**config.mk**
```make
export PLATFORM = sky130hd
export DESIGN_NAME = conv_window_frame_ctrl
export DESIGN_NICKNAME = d
export VERILOG_FILES = /design/src/rtl/conv_pkg.sv /design/src/rtl/conv_pix_addr_gen.sv /design/src/rtl/conv_window_frame_ctrl.sv
export SDC_FILE = /design/constraint.sdc
export NUM_CORES = 1
export LEC_CHECK = 0
export BUFFER_PORTS_ARGS = -buffer_cell sky130_fd_sc_hd__buf_2
export CORE_MARGIN = 2
export CORE_UTILIZATION = 55
export CTS_CLUSTER_DIAMETER = 50
export CTS_CLUSTER_SIZE = 8
export DETAILED_ROUTE_END_ITERATION = 10
export PLACE_DENSITY = 0.89
export SLEW_MARGIN = 20
export SYNTH_ARGS = -nofsm -noshare
export SYNTH_HDL_FRONTEND = slang
export SYNTH_SLANG_ARGS = --single-unit
```
**constraint.sdc**
```tcl
create_clock -name clk -period 4.8 [get_ports clk]
set_input_delay 0.24 -clock clk [delete_from_list [all_inputs] [get_ports clk]]
set_output_delay 0.24 -clock clk [all_outputs]
set_load 0.02 [all_outputs]
```
**src/rtl/conv_pkg.sv**
```systemverilog
// Shared types, constants and helpers for the frame-level window sequencer.
package conv_pkg;

    // Frame sequencer states.
    typedef enum logic [2:0] {
        ST_IDLE   = 3'd0,
        ST_CLEAR  = 3'd1,
        ST_FEED   = 3'd2,
        ST_DRAIN  = 3'd3,
        ST_FINISH = 3'd4
    } state_t;

    localparam logic [1:0] PAD_NONE = 2'b00;
    localparam logic [1:0] PAD_ZERO = 2'b01;
    localparam int         PIX_W    = 16;

    // Number of 3x3 windows the buffer emits for a frame of w x h pixels.
    function automatic logic [16:0] exp_windows(input logic [7:0] w,
                                                input logic [7:0] h,
                                                input logic [1:0] pad);
        logic [16:0] ew;
        logic [16:0] eh;
        if (pad == PAD_ZERO) begin
            ew = {9'd0, w};
            eh = {9'd0, h};
        end else begin
            ew = {9'd0, w - 8'd2};
            eh = {9'd0, h - 8'd2};
        end
        return ew * eh;
    endfunction

    // A frame is runnable only if it yields at least one window.
    function automatic logic cfg_ok(input logic [7:0] w,
                                    input logic [7:0] h,
                                    input logic [1:0] pad);
        logic ok;
        ok = (w != 8'd0) && (h != 8'd0) && !pad[1];
        if (pad == PAD_NONE && (w < 8'd3 || h < 8'd3)) begin
            ok = 1'b0;
        end
        return ok;
    endfunction

endpackage

```
**src/rtl/conv_pix_addr_gen.sv**
```systemverilog
// Raster-order pixel RAM read sequencer with configurable inter-read gap.
module conv_pix_addr_gen
    import conv_pkg::*;
#(
    parameter int PIX_GAP = 0,
    parameter int ADDR_W  = 16
) (
    input  logic              clk,
    input  logic              rst_n,
    input  logic              init_i,
    input  logic              run_i,
    input  logic [15:0]       total_i,
    output logic              rd_en_o,
    output logic [ADDR_W-1:0] addr_o,
    output logic              last_o
);

    localparam int GAP_W = (PIX_GAP > 0) ? $clog2(PIX_GAP + 1) : 1;

    logic [ADDR_W-1:0] addr_q, addr_d;
    logic [GAP_W-1:0]  gap_q, gap_d;

    // A read fires whenever the sequencer is running and the gap has elapsed.
    assign rd_en_o = run_i && (gap_q == '0);
    assign addr_o  = addr_q;
    assign last_o  = rd_en_o && (addr_q == ADDR_W'(total_i - 16'd1));

    // Next address and gap countdown.
    always_comb begin
        addr_d = addr_q;
        gap_d  = gap_q;
        if (init_i) begin
            addr_d = '0;
            gap_d  = '0;
        end else if (rd_en_o) begin
            addr_d = addr_q + ADDR_W'(1);
            gap_d  = GAP_W'(PIX_GAP);
        end else if (run_i && gap_q != '0) begin
            gap_d = gap_q - GAP_W'(1);
        end
    end

    // Address and gap registers.
    always_ff @(posedge clk or negedge rst_n) begin
        if (!rst_n) begin
            addr_q <= '0;
            gap_q  <= '0;
        end else begin
            addr_q <= addr_d;
            gap_q  <= gap_d;
        end
    end

endmodule

```
**src/rtl/conv_window_frame_ctrl.sv**
```systemverilog
// Frame sequencer: clears the window buffer, streams a frame into it and
// counts the windows that come back, flagging done, bad config, stall or abort.
module conv_window_frame_ctrl
    import conv_pkg::*;
#(
    parameter int CLR_CYCLES    = 2,
    parameter int PIX_GAP       = 0,
    parameter int DRAIN_TIMEOUT = 4096,
    parameter int ADDR_W        = 16
) (
    input  logic              clk,
    input  logic              rst_n,
    input  logic              start,
    input  logic              abort,
    input  logic [7:0]        cfg_width,
    input  logic [7:0]        cfg_height,
    input  logic [1:0]        cfg_padding,
    output logic              mem_rd_en,
    output logic [ADDR_W-1:0] mem_addr,
    input  logic [PIX_W-1:0]  mem_rd_data,
    output logic              win_rst_n,
    output logic              win_valid_in,
    output logic [PIX_W-1:0]  win_data_in,
    output logic [7:0]        win_width,
    output logic [7:0]        win_height,
    output logic [1:0]        win_padding,
    input  logic              win_valid_out,
    output logic              busy,
    output logic              done,
    output logic              err,
    output logic [16:0]       win_count
);

    localparam int TMO_W = $clog2(DRAIN_TIMEOUT + 1);

    state_t             state_q, state_d;
    logic [3:0]         clr_cnt_q, clr_cnt_d;
    logic [TMO_W-1:0]   tmo_q, tmo_d, tmo_inc;
    logic [16:0]        exp_q, exp_d;
    logic [16:0]        count_q, count_d;
    logic [7:0]         width_q, width_d;
    logic [7:0]         height_q, height_d;
    logic [1:0]         pad_q, pad_d;
    logic               done_q, done_d;
    logic               err_q, err_d;
    logic               win_rst_n_q, win_rst_n_d;
    logic               valid_q;
    logic               feed_init;
    logic               last_rd;
    logic               abort_ok;
    logic [15:0]        pix_total;

    assign pix_total = {8'd0, width_q} * {8'd0, height_q};
    assign tmo_inc   = tmo_q + TMO_W'(1);
    assign abort_ok  = abort && (state_q == ST_CLEAR || state_q == ST_FEED ||
                                 state_q == ST_DRAIN);

    conv_pix_addr_gen #(
        .PIX_GAP (PIX_GAP),
        .ADDR_W  (ADDR_W)
    ) u_addr_gen (
        .clk     (clk),
        .rst_n   (rst_n),
        .init_i  (feed_init),
        .run_i   (state_q == ST_FEED),
        .total_i (pix_total),
        .rd_en_o (mem_rd_en),
        .addr_o  (mem_addr),
        .last_o  (last_rd)
    );

    // Next-state, window counting, watchdog and pulse generation.
    always_comb begin
        state_d     = state_q;
        clr_cnt_d   = clr_cnt_q;
        tmo_d       = '0;
        exp_d       = exp_q;
        count_d     = count_q;
        width_d     = width_q;
        height_d    = height_q;
        pad_d       = pad_q;
        done_d      = 1'b0;
        err_d       = 1'b0;
        win_rst_n_d = 1'b1;
        feed_init   = 1'b0;

        // The buffer soft reset runs off one countdown, whether it was
        // started by a new frame or by an abort.
        if (clr_cnt_q > 4'd1) begin
            clr_cnt_d   = clr_cnt_q - 4'd1;
            win_rst_n_d = 1'b0;
        end else begin
            clr_cnt_d = 4'd0;
        end

        if ((state_q == ST_FEED || state_q == ST_DRAIN) && win_valid_out &&
            count_q < exp_q) begin
            count_d = count_q + 17'd1;
        end

        case (state_q)
            ST_IDLE: begin
                if (start) begin
                    width_d  = cfg_width;
                    height_d = cfg_height;
                    pad_d    = cfg_padding;
                    count_d  = '0;
                    exp_d    = exp_windows(cfg_width, cfg_height, cfg_padding);
                    if (cfg_ok(cfg_width, cfg_height, cfg_padding)) begin
                        state_d     = ST_CLEAR;
                        clr_cnt_d   = 4'(CLR_CYCLES);
                        win_rst_n_d = 1'b0;
                        feed_init   = 1'b1;
                    end else begin
                        err_d = 1'b1;
                    end
                end
            end
            ST_CLEAR: begin
                if (clr_cnt_q <= 4'd1) begin
                    state_d = ST_FEED;
                end
            end
            ST_FEED: begin
                if (last_rd) begin
                    state_d = ST_DRAIN;
                end
            end
            ST_DRAIN: begin
                if (count_q == exp_q) begin
                    state_d = ST_FINISH;
                end else if (!win_valid_out) begin
                    tmo_d = tmo_inc;
                    if (tmo_inc == TMO_W'(DRAIN_TIMEOUT)) begin
                        err_d   = 1'b1;
                        state_d = ST_IDLE;
                    end
                end
            end
            ST_FINISH: begin
                done_d  = 1'b1;
                state_d = ST_IDLE;
            end
            default: begin
                state_d = ST_IDLE;
            end
        endcase

        if (abort_ok) begin
            state_d     = ST_IDLE;
            clr_cnt_d   = 4'(CLR_CYCLES);
            win_rst_n_d = 1'b0;
            err_d       = 1'b1;
            done_d      = 1'b0;
        end
    end

    // Sequencer state and registered outputs.
    always_ff @(posedge clk or negedge rst_n) begin
        if (!rst_n) begin
            state_q     <= ST_IDLE;
            clr_cnt_q   <= 4'd0;
            tmo_q       <= '0;
            exp_q       <= '0;
            count_q     <= '0;
            width_q     <= '0;
            height_q    <= '0;
            pad_q       <= '0;
            done_q      <= 1'b0;
            err_q       <= 1'b0;
            win_rst_n_q <= 1'b0;
        end else begin
            state_q     <= state_d;
            clr_cnt_q   <= clr_cnt_d;
            tmo_q       <= tmo_d;
            exp_q       <= exp_d;
            count_q     <= count_d;
            width_q     <= width_d;
            height_q    <= height_d;
            pad_q       <= pad_d;
            done_q      <= done_d;
            err_q       <= err_d;
            win_rst_n_q <= win_rst_n_d;
        end
    end

    // Pixel valid trails the read strobe by the RAM latency.
    always_ff @(posedge clk or negedge rst_n) begin
        if (!rst_n) begin
            valid_q <= 1'b0;
        end else begin
            valid_q <= mem_rd_en;
        end
    end

    assign win_data_in  = mem_rd_data;
    assign win_valid_in = valid_q;
    assign win_rst_n    = win_rst_n_q;
    assign win_width    = width_q;
    assign win_height   = height_q;
    assign win_padding  = pad_q;
    assign busy         = (state_q != ST_IDLE);
    assign done         = done_q;
    assign err          = err_q;
    assign win_count    = count_q;

endmodule

```
# Word-level counts from Yosys, hierarchy flattened
# Cells that the tools add are included.
# op_classes
n_mux	51
magnitude_cmp	5
n_reduce_logical	23
mul	2
addsub	8
eq_ne	14
bitwise_logic	1
# ops
cell	n
17-bit 2-to-1 mux	7
13-bit 2-to-1 mux	3
16-bit 2-to-1 mux	2
3-bit 2-to-1 mux	8
1-bit 2-to-1 mux	22
4-bit 2-to-1 mux	5
17-bit by 1-bit adder with 17-bit output, second input constant	1
17-bit == test	1
17-bit < comparator	1
17-bit by 17-bit multiplier with 17-bit output	1
16-bit by 1-bit adder with 16-bit output, second input constant	1
16-bit == test	1
8-bit by 2-bit < comparator with 1-bit output, second input constant	2
8-bit by 8-bit multiplier with 16-bit output	1
8-bit 2-to-1 mux	2
8-bit nonzero test	2
16-bit by 1-bit subtractor with 16-bit output, second input constant	1
8-bit by 2-bit subtractor with 8-bit output, second input constant	2
13-bit by 1-bit adder with 13-bit output, second input constant	1
13-bit == test, second input constant	1
3-bit one-hot mux with 4 select lines	1
1-bit logical AND	9
3-bit != test, second input constant	3
3-bit by 2-bit == test with 1-bit output, second input constant	2
other kinds (20)	24
# word_totals
reg_bits	93
elab_cells	118
out_inout_bits	73

# Depth between registers and ports, before layout
# Gate-level depths: netlist (run 1).
# logic_depth
ltp_word	10
depth_mapped	25
ltp_nobuf	25

# Cells and area by module
# A second synthesis (run 1) with hierarchy kept.
# unflattened
hier_cells	1190
hier_area_um2	10241.1
# modules_own_cells
module	cells_each	n_inst	area_each_um2
conv_window_frame_ctrl	1037	1	8921.1
conv_pix_addr_gen	153	1	1320.0

# Worst setup path before layout (run 1)
# Ideal clock, no wire load.
# synth_path
path_type	input -> register
from	input port cfg_height[3]
to	register exp_q[16]
path_stages	23
n_path_buf	1
setup_time_ps	131
path_slack_ps	-579
arrival_time_ps	5248
cell_sequence	bufbuf_16 > nor3_1 > nand2_1 > nor3_1 > xor2_1 > nand2_1 > fa_1 > fa_1 > inv_1 > ha_1 > fa_1 > ha_1 > inv_1 > fa_1 > inv_1 > ha_1 > inv_1 > a21oi_1 > o211ai_1 > a21oi_1 > o31ai_1 > xor2_1 > o21ai_1
# synth_between
elab_chain_len	5
# synth_lines
item	line_no	source
start, declared	conv_window_frame_ctrl.sv:16	input logic [7:0] cfg_height,
8-bit by 2-bit subtractor with 8-bit output	conv_pkg.sv:28	eh = {9'd0, h - 8'd2};
8-bit 2-to-1 mux (*)	conv_pkg.sv:23	if (pad == PAD_ZERO) begin
17-bit 2-to-1 mux (*)	conv_window_frame_ctrl.sv:103	if (start) begin
17-bit 2-to-1 mux (*)	conv_window_frame_ctrl.sv:101	case (state_q)
17-bit by 17-bit multiplier with 17-bit output (*)	conv_pkg.sv:30	return ew * eh;
end signal, assigned	conv_window_frame_ctrl.sv:176	exp_q <= exp_d;
end, declared	conv_window_frame_ctrl.sv:39	logic [16:0] exp_q, exp_d;
# Mark *: on every way between the ends. The rest lies on a longest branch, timed or not. The select of a mux whose other input is x is not followed.
# A chain may end at the register's enable or synchronous reset.

# Final worst setup path (run 1)
# layout_path
from	register width_q[5], in the netlist win_width[5]
to	register state_q[1]
# layout_between
elab_chain_len	6
# layout_lines
item	line_no	source
start, declared	conv_window_frame_ctrl.sv:41	logic [7:0] width_q, width_d;
start signal, assigned	conv_window_frame_ctrl.sv:178	width_q <= width_d;
8-bit by 8-bit multiplier with 16-bit output	conv_window_frame_ctrl.sv:53	assign pix_total = {8'd0, width_q} * {8'd0, height_q};
16-bit by 1-bit subtractor with 16-bit output	conv_pix_addr_gen.sv:26	assign last_o = rd_en_o && (addr_q == ADDR_W'(total_i - 16'd1));
16-bit == test	conv_pix_addr_gen.sv:26	
1-bit logical AND	conv_pix_addr_gen.sv:26	
3-bit != test (no source line)	-	
6-bit AND reduction (no source line)	-	
end signal, assigned	conv_window_frame_ctrl.sv:173	state_q <= state_d;
end, declared	conv_window_frame_ctrl.sv:36	state_t state_q, state_d;
# No other way between the ends.

==> impl_metrics.json, run 1 <==
{
  "syn_area_per_cell_um2": 8.72,
  "die_h_um": 140,
  "clk_latency_ns": 0.37,
  "worstPathCellList": "nand2_1, fa_1, fa_1, fa_1, fa_1, inv_1, ha_4, nand4_1, a211oi_2, buf_4, nor3_4, xnor2_1, nand4_1, nor4_4, a31oi_2, a21bo_1",
  "cts-root-buf": "clkbuf_16",
  "start_util": 0.561,
  "synth_area_leaders": "dfrtp_1 (23%), fa_1 (15%), ha_1 (15%)",
  "cts_tree": "built",
  "cp_data_required_time_ns": 5.05,
  "ys_seq_elements": 93,
  "area_growth_pct": 23.0,
  "synth-simple-area-share": 0.202,
  "synth_edf_count": 0,
  "critPathMaxFanout": 7,
  "top_level_ports": 112,
  "synth_top_area_share": 0.230,
  "gp_congestion": 0.952,
  "path_buf_inv": 2,
  "synth_area_mm2": 0.0101,
  "seq_area_frac_synth": 0.230,
  "wl_per_cell_um": 19.5,
  "rsz0062_at_grt": "true",
  "yosys_warnings": 0,
  "fmax_mhz": 198,
  "grt_pass1_wl_mm": 45.5,
  "grt_usage": 0.286,
  "period_share": 1.05,
  "min-delay-start": "abort",
  "drive_above_1_share": 0.262,
  "skew_ns": 0.00856,
  "drv_cap": 0,
  "synth_xor_area_frac": 0.0735,
  "io_buffers": 79,
  "syn-num-nets": 1396,
  "grt_max_degree": 73,
  "design_area_mm2": 0.0124,
  "cts.sinks": 93,
  "path_delay_family": "adder cells",
  "mostFrequentLayoutCells": "nand2_1 (182), inv_1 (144), buf_4 (127)",
  "synthAdderAreaFrac": 0.303,
  "antenna_found_initial": 0,
  "setup_violations": 6,
  "dp_hpwl_mm": 19.4,
  "rows": 49,
  "max_stage_delay_ns": 0.65,
  "cp-end-kind": "flop",
  "final_nets": 1559,
  "ff2ff_setup_slack_ns": -0.25,
  "synthFlopType": "dfrtp_1",
  "violations": "negative setup slack",
  "crit_type": "flop to flop",
  "critPathArrivalTime_ns": 5.29,
  "grt-ovfl-total": 0,
  "slew_viol_final": 0,
  "cts_buffer_depth": 2,
  "startpoint": "win_width[5]",
  "r2r-start": "win_width[5]",
  "core_mm2": 0.0180,
  "ant_nets": 0,
  "crit_top_cell": "fa_1",
  "vias_per_cell": 6.08,
  "cts_max_level": 3,
  "synth_top_cell_by_area": "dfrtp_1",
  "numCtsBuffers": 9,
  "min_period_ns": 5.05,
  "die_x_um": 140,
  "rr_endpoint": "state_q[1]",
  "whs_endpoint": "state_q[2]",
  "synth_cell_types": 64,
  "drt_first_pass_iters": 5,
  "synth_top_family_by_area": "adder cells",
  "hold_path_class": "input pin to flop",
  "routed_wl_mm": 30.4,
  "hold_violations": 0,
  "tightest_slew_ns": 0.922,
  "async_reset_ff_frac": 1.00,
  "min_delay_path_depth": 2,
  "critPathSlowestCell": "fa_1",
  "synth-compound-area-share": 0.0873,
  "drc_errors": 0,
  "place_area_mm2": 0.0113,
  "grt_pass1_vias": 9358,
  "num_antenna_cells": 0,
  "setup_ws_ns": -0.246,
  "r2r_cells": 16,
  "start_kind": "flop",
  "status": "finished, violations left",
  "clkTransAtPathRegs_ns": 0.07,
  "vias": 9471,
  "synth_cells": 1160,
  "synthMuxAreaShare": 0.0109,
  "drt_iter0_markers": 945,
  "die-area_mm2": 0.0195,
  "layout_commonest_cell": "nand2_1",
  "slew_headroom": 0.381
}
[layout make-up]
type	instances	area, µm²
clock buffers	9	225
inverters	159	609
flip-flops and latches	93	2340
well taps	229	287
multi-input cells	848	7440
fillers	1198	5580
clock inverters	7	81.3
repair buffers	212	1460
[Yosys cell counts (5+ instances only)]
cell and count:
nand2_1 192, inv_1 158, ha_1 119, dfrtp_1 93
fa_1 78, nor2_1 64, xnor2_1 41, xor2_1 38
clkbuf_1 37, o21ai_0 35, a21oi_1 31, and2_1 26
nand3_1 24, nand4_1 21, nor3_1 19, buf_4 17
and3_1 15, nand2b_1 15, mux2i_1 11, or3_1 11
a21o_1 10, nor4_1 8, a31oi_1 7, o21a_1 6
o21ai_1 6, or4_1 5
[registers in the layout, indices dropped and copies added, names as in the netlist]
name and cells:
clr_cnt_q 4, done 1, err 1, exp_q 17
state_q 3, tmo_q 13, u_addr_gen.addr_o 16, u_addr_gen.gap_q 1
win_count 17, win_height 8, win_padding 2, win_rst_n 1
win_valid_in 1, win_width 8
[how the worst max path moves through the flow]
stage                     cells after the start    endpoint  slack, ns
after floorplan                              22   exp_q[15]      -0.05
after global placement                       25   exp_q[15]      -0.32
after detailed placement                     22   exp_q[15]      -0.54
after CTS                                    16  state_q[1]      -0.03
after global routing                         16  state_q[1]      -0.34
final                                        16  state_q[1]      -0.25
[stage by stage]
step	util	cells	hold WS, ns	setup WS, ns	setup TNS, ns
after global placement	0.629	1505	0.261	-0.322	-1.57
final	0.691	1557	0.166	-0.246	-0.678
after CTS	0.668	1539	0.147	-0.0255	-0.0255
after floorplan	-	1160	-0.0556	-0.0536	-0.105
after global routing	0.691	1557	0.166	-0.341	-1.82
after detailed placement	0.629	1505	0.262	-0.543	-3.53
[logic make-up after synthesis]
logic type                 count (synthesis)
and+or+nand+nor                          423
buffers and inverters                    219
adders and majority gates                199
AOI/OAI and AO/OA                        134
DFF                                       93
xor gates and xnor gates                  81
muxes                                     11
[worst register-to-register path, cell delays in order (launching register included)]
cell      delay, ns
dfrtp_2        0.48
nand2_1        0.16
fa_1           0.65
fa_1           0.46
fa_1           0.48
fa_1           0.55
inv_1          0.07
ha_4           0.31
nand4_1        0.20
a211oi_2       0.30
buf_4          0.18
nor3_4         0.04
xnor2_1        0.17
nand4_1        0.20
nor4_4         0.30
a31oi_2        0.18
a21bo_1        0.21
[per-layer routing]
metal	vias up	track usage	wire (µm)
li1	4119	-	-
met1	4587	0.355	11100
met2	598	0.492	14900
met3	167	0.0568	2870
met4	0	0.115	1570
met5	-	0	0
[timing repair]
item | in CTS | in global routing
pin swaps | 27 | 51
gates cloned | 0 | 0
setup endpoints to repair | 8 | 9
resized for setup | 53 | 60
endpoints found under the hold margin | 42 | 0
buffers inserted | 17 | 18
hold buffers | 1 | 0
Power of run 1 is not shown: default switching activity piles up to over one toggle a cycle in this logic, so the estimate is an artifact.
==> inputs of run 2 (changes only) <==
PLACE_DENSITY = 0.88   (was 0.89)
SYNTH_HIERARCHICAL = 1   (was unset)
==> run 2 against run 1 <==
Net effect: worst hold slack better by 0.049 ns; cell count up 5.8%; the run still ends with negative setup slack left; register-to-register slack worse by 1.2 ns; sequential share of layout area down 0.94 points; critical path depth up 10; global-route usage up 1.3 points; worst setup slack worse by 1.2 ns; clock-buffer cell count unchanged; largest cell class unchanged; maximum frequency down 19%; non-clock buffer count up 54; synthesized cell count up 2.6%; die area up 1.2%.
==> impl_metrics.json, run 2 <==
{
  "status": "finished, violations left",
  "violations": "negative setup slack",
  "rsz0062_at_grt": "true",
  "ant_nets": 0,
  "gp_congestion": 0.914,
  "min-delay-start": "cfg_padding[1]",
  "routed_wl_mm": 32.3,
  "drc_errors": 0,
  "met2_length_mm": 16.1,
  "crit_type": "flop to flop",
  "drv_cap": 0,
  "synth_top_family_by_area": "adder cells",
  "tightest_slew_ns": 0.770,
  "mostFrequentLayoutCells": "buf_4 (174), nand2_1 (157), inv_1 (131)",
  "start_kind": "flop",
  "async_reset_ff_frac": 1.00,
  "vias_per_cell": 6.10,
  "met3WireLength_mm": 2.24,
  "grt_pass1_wl_mm": 47.9,
  "ff2ff_setup_slack_ns": -1.45,
  "max_stage_delay_ns": 0.56,
  "clk_latency_ns": 0.36,
  "synth_top_cell_by_area": "dfrtp_1",
  "ys_seq_elements": 93,
  "grt-ovfl-total": 0,
  "top_level_ports": 112,
  "synth-compound-area-share": 0.101,
  "die-area_mm2": 0.0197,
  "syn_area_per_cell_um2": 8.61,
  "start_util": 0.566,
  "cts-root-buf": "clkbuf_16",
  "clkTransAtPathRegs_ns": 0.08,
  "wl_per_cell_um": 19.6,
  "critPathArrivalTime_ns": 6.48,
  "cp_data_required_time_ns": 5.03,
  "place_inst": 1603,
  "skew_ns": 0.00877,
  "grt_usage": 0.300,
  "startpoint": "win_width[3]",
  "fin_tns_setup_ns": -4.90,
  "num_antenna_cells": 0,
  "critPathSlowestCell": "fa_1",
  "synth_top_area_share": 0.227,
  "synthMuxAreaShare": 0.0110,
  "crit_top_cell": "fa_1",
  "dp_hpwl_mm": 20.6,
  "synth_area_mm2": 0.0102,
  "place_area_mm2": 0.0121,
  "min_period_ns": 6.25,
  "synth_edf_count": 0,
  "setup_ws_ns": -1.45,
  "grt_pass1_vias": 10100,
  "fmax_mhz": 160,
  "setup_violations": 10,
  "design_area_mm2": 0.0131,
  "core_mm2": 0.0181,
  "synth_cell_types": 70,
  "hold_violations": 0,
  "synth_cells": 1190,
  "yosys_warnings": 6,
  "drt_first_pass_iters": 6,
  "dr.max_layer_used": "met4",
  "cts_max_level": 3,
  "synth_area_leaders": "dfrtp_1 (23%), ha_1 (14%), fa_1 (14%)",
  "synthFlopType": "dfrtp_1",
  "die_x_um": 140,
  "antenna_found_initial": 0,
  "area_growth_pct": 27.7,
  "synth_most_common_cell": "nand2_1",
  "syn-num-nets": 1419,
  "drt_iter0_markers": 974,
  "hold_path_class": "input pin to flop",
  "numCtsBuffers": 9,
  "grt_max_degree": 61,
  "vias": 10000,
  "seq_area_frac_synth": 0.227,
  "rr_endpoint": "state_q[1]",
  "cts_buffer_depth": 2,
  "cts.sinks": 93,
  "io_buffers": 79,
  "r2r-start": "win_width[3]",
  "slew_viol_final": 0,
  "synthAdderAreaFrac": 0.286,
  "critPathMaxFanout": 4,
  "layout_commonest_cell": "buf_4",
  "instances_no_fill": 1647,
  "cp-end-kind": "flop",
  "die_h_um": 140,
  "place_ws_ns": -1.30,
  "synth_xor_area_frac": 0.0633,
  "min_delay_path_depth": 4,
  "slew_headroom": 0.485,
  "wl_met1_mm": 11.5,
  "period_share": 1.30,
  "synth-simple-area-share": 0.231,
  "cts_tree": "built",
  "whs_endpoint": "win_padding[1]",
  "yosys-top-cells-count": "nand2_1 (166), inv_1 (143), ha_1 (117), dfrtp_1 (93), nor2_1 (85)",
  "drive_above_1_share": 0.279,
  "r2r_cells": 26,
  "rows": 49,
  "final_nets": 1642
}
-- run 2: metrics by stage --
step | utilization | hold slack (ns)
CTS | 0.707 | 0.137
global route | 0.723 | 0.219
floorplan | - | -0.0556
finish | 0.723 | 0.214
detailed placement | 0.667 | 0.259
global placement | 0.667 | 0.260
-- run 2: worst max-delay path, delay by kind of cell, from the launching register on --
family | cells | cell delay (ns)
xor+xnor | 1 | 0.16
flops | 1 | 0.41
buf+inv | 3 | 0.25
compound gates | 12 | 2.12
simple gates | 5 | 0.97
fa+ha+maj | 5 | 2.23
-- run 2: worst max path at each step --
stage                     slack [ns]  cells after the start          to
after CTS                      -1.19                     25  state_q[1]
after floorplan                -0.92                     25  state_q[1]
after global routing           -1.53                     25  state_q[1]
final                          -1.45                     26  state_q[1]
after global placement         -1.05                     25  state_q[1]
after detailed placement       -1.30                     25  state_q[1]
-- run 2: cell type report --
cell class | count | area [µm²]
Clock buffer | 9 | 225
Clock inverter | 7 | 67.6
Fill cell | 1140 | 5010
Inverter | 143 | 542
Multi-Input combinational cell | 900 | 7720
Sequential cell | 93 | 2340
Tap cell | 229 | 287
Timing Repair Buffer | 266 | 1900
-- run 2: what timing repair did --
action	4_1_cts	5_1_grt
endpoints found under the setup margin	11	11
hold buffers	1	0
pin swaps	46	41
gates resized for setup	53	53
cloned	0	0
setup buffers	23	7
hold endpoints to repair	42	0
-- run 2: cell families after synthesis --
| family | after synthesis |
|---|---|
| AND/OR/NAND/NOR | 471 |
| buffers and inverters | 197 |
| adder cells (fa/ha/maj) | 190 |
| AO/OA/AOI/OAI | 154 |
| flip-flops | 93 |
| XOR/XNOR | 74 |
| multiplexers | 11 |
-- run 2: per-layer routing --
metal  track usage  up-vias
met3        0.0427      209
met2         0.538      615
li1              -     4401
met4         0.163        0
met5             0        -
met1         0.346     4817
Power of run 2 is left out for the same reason.
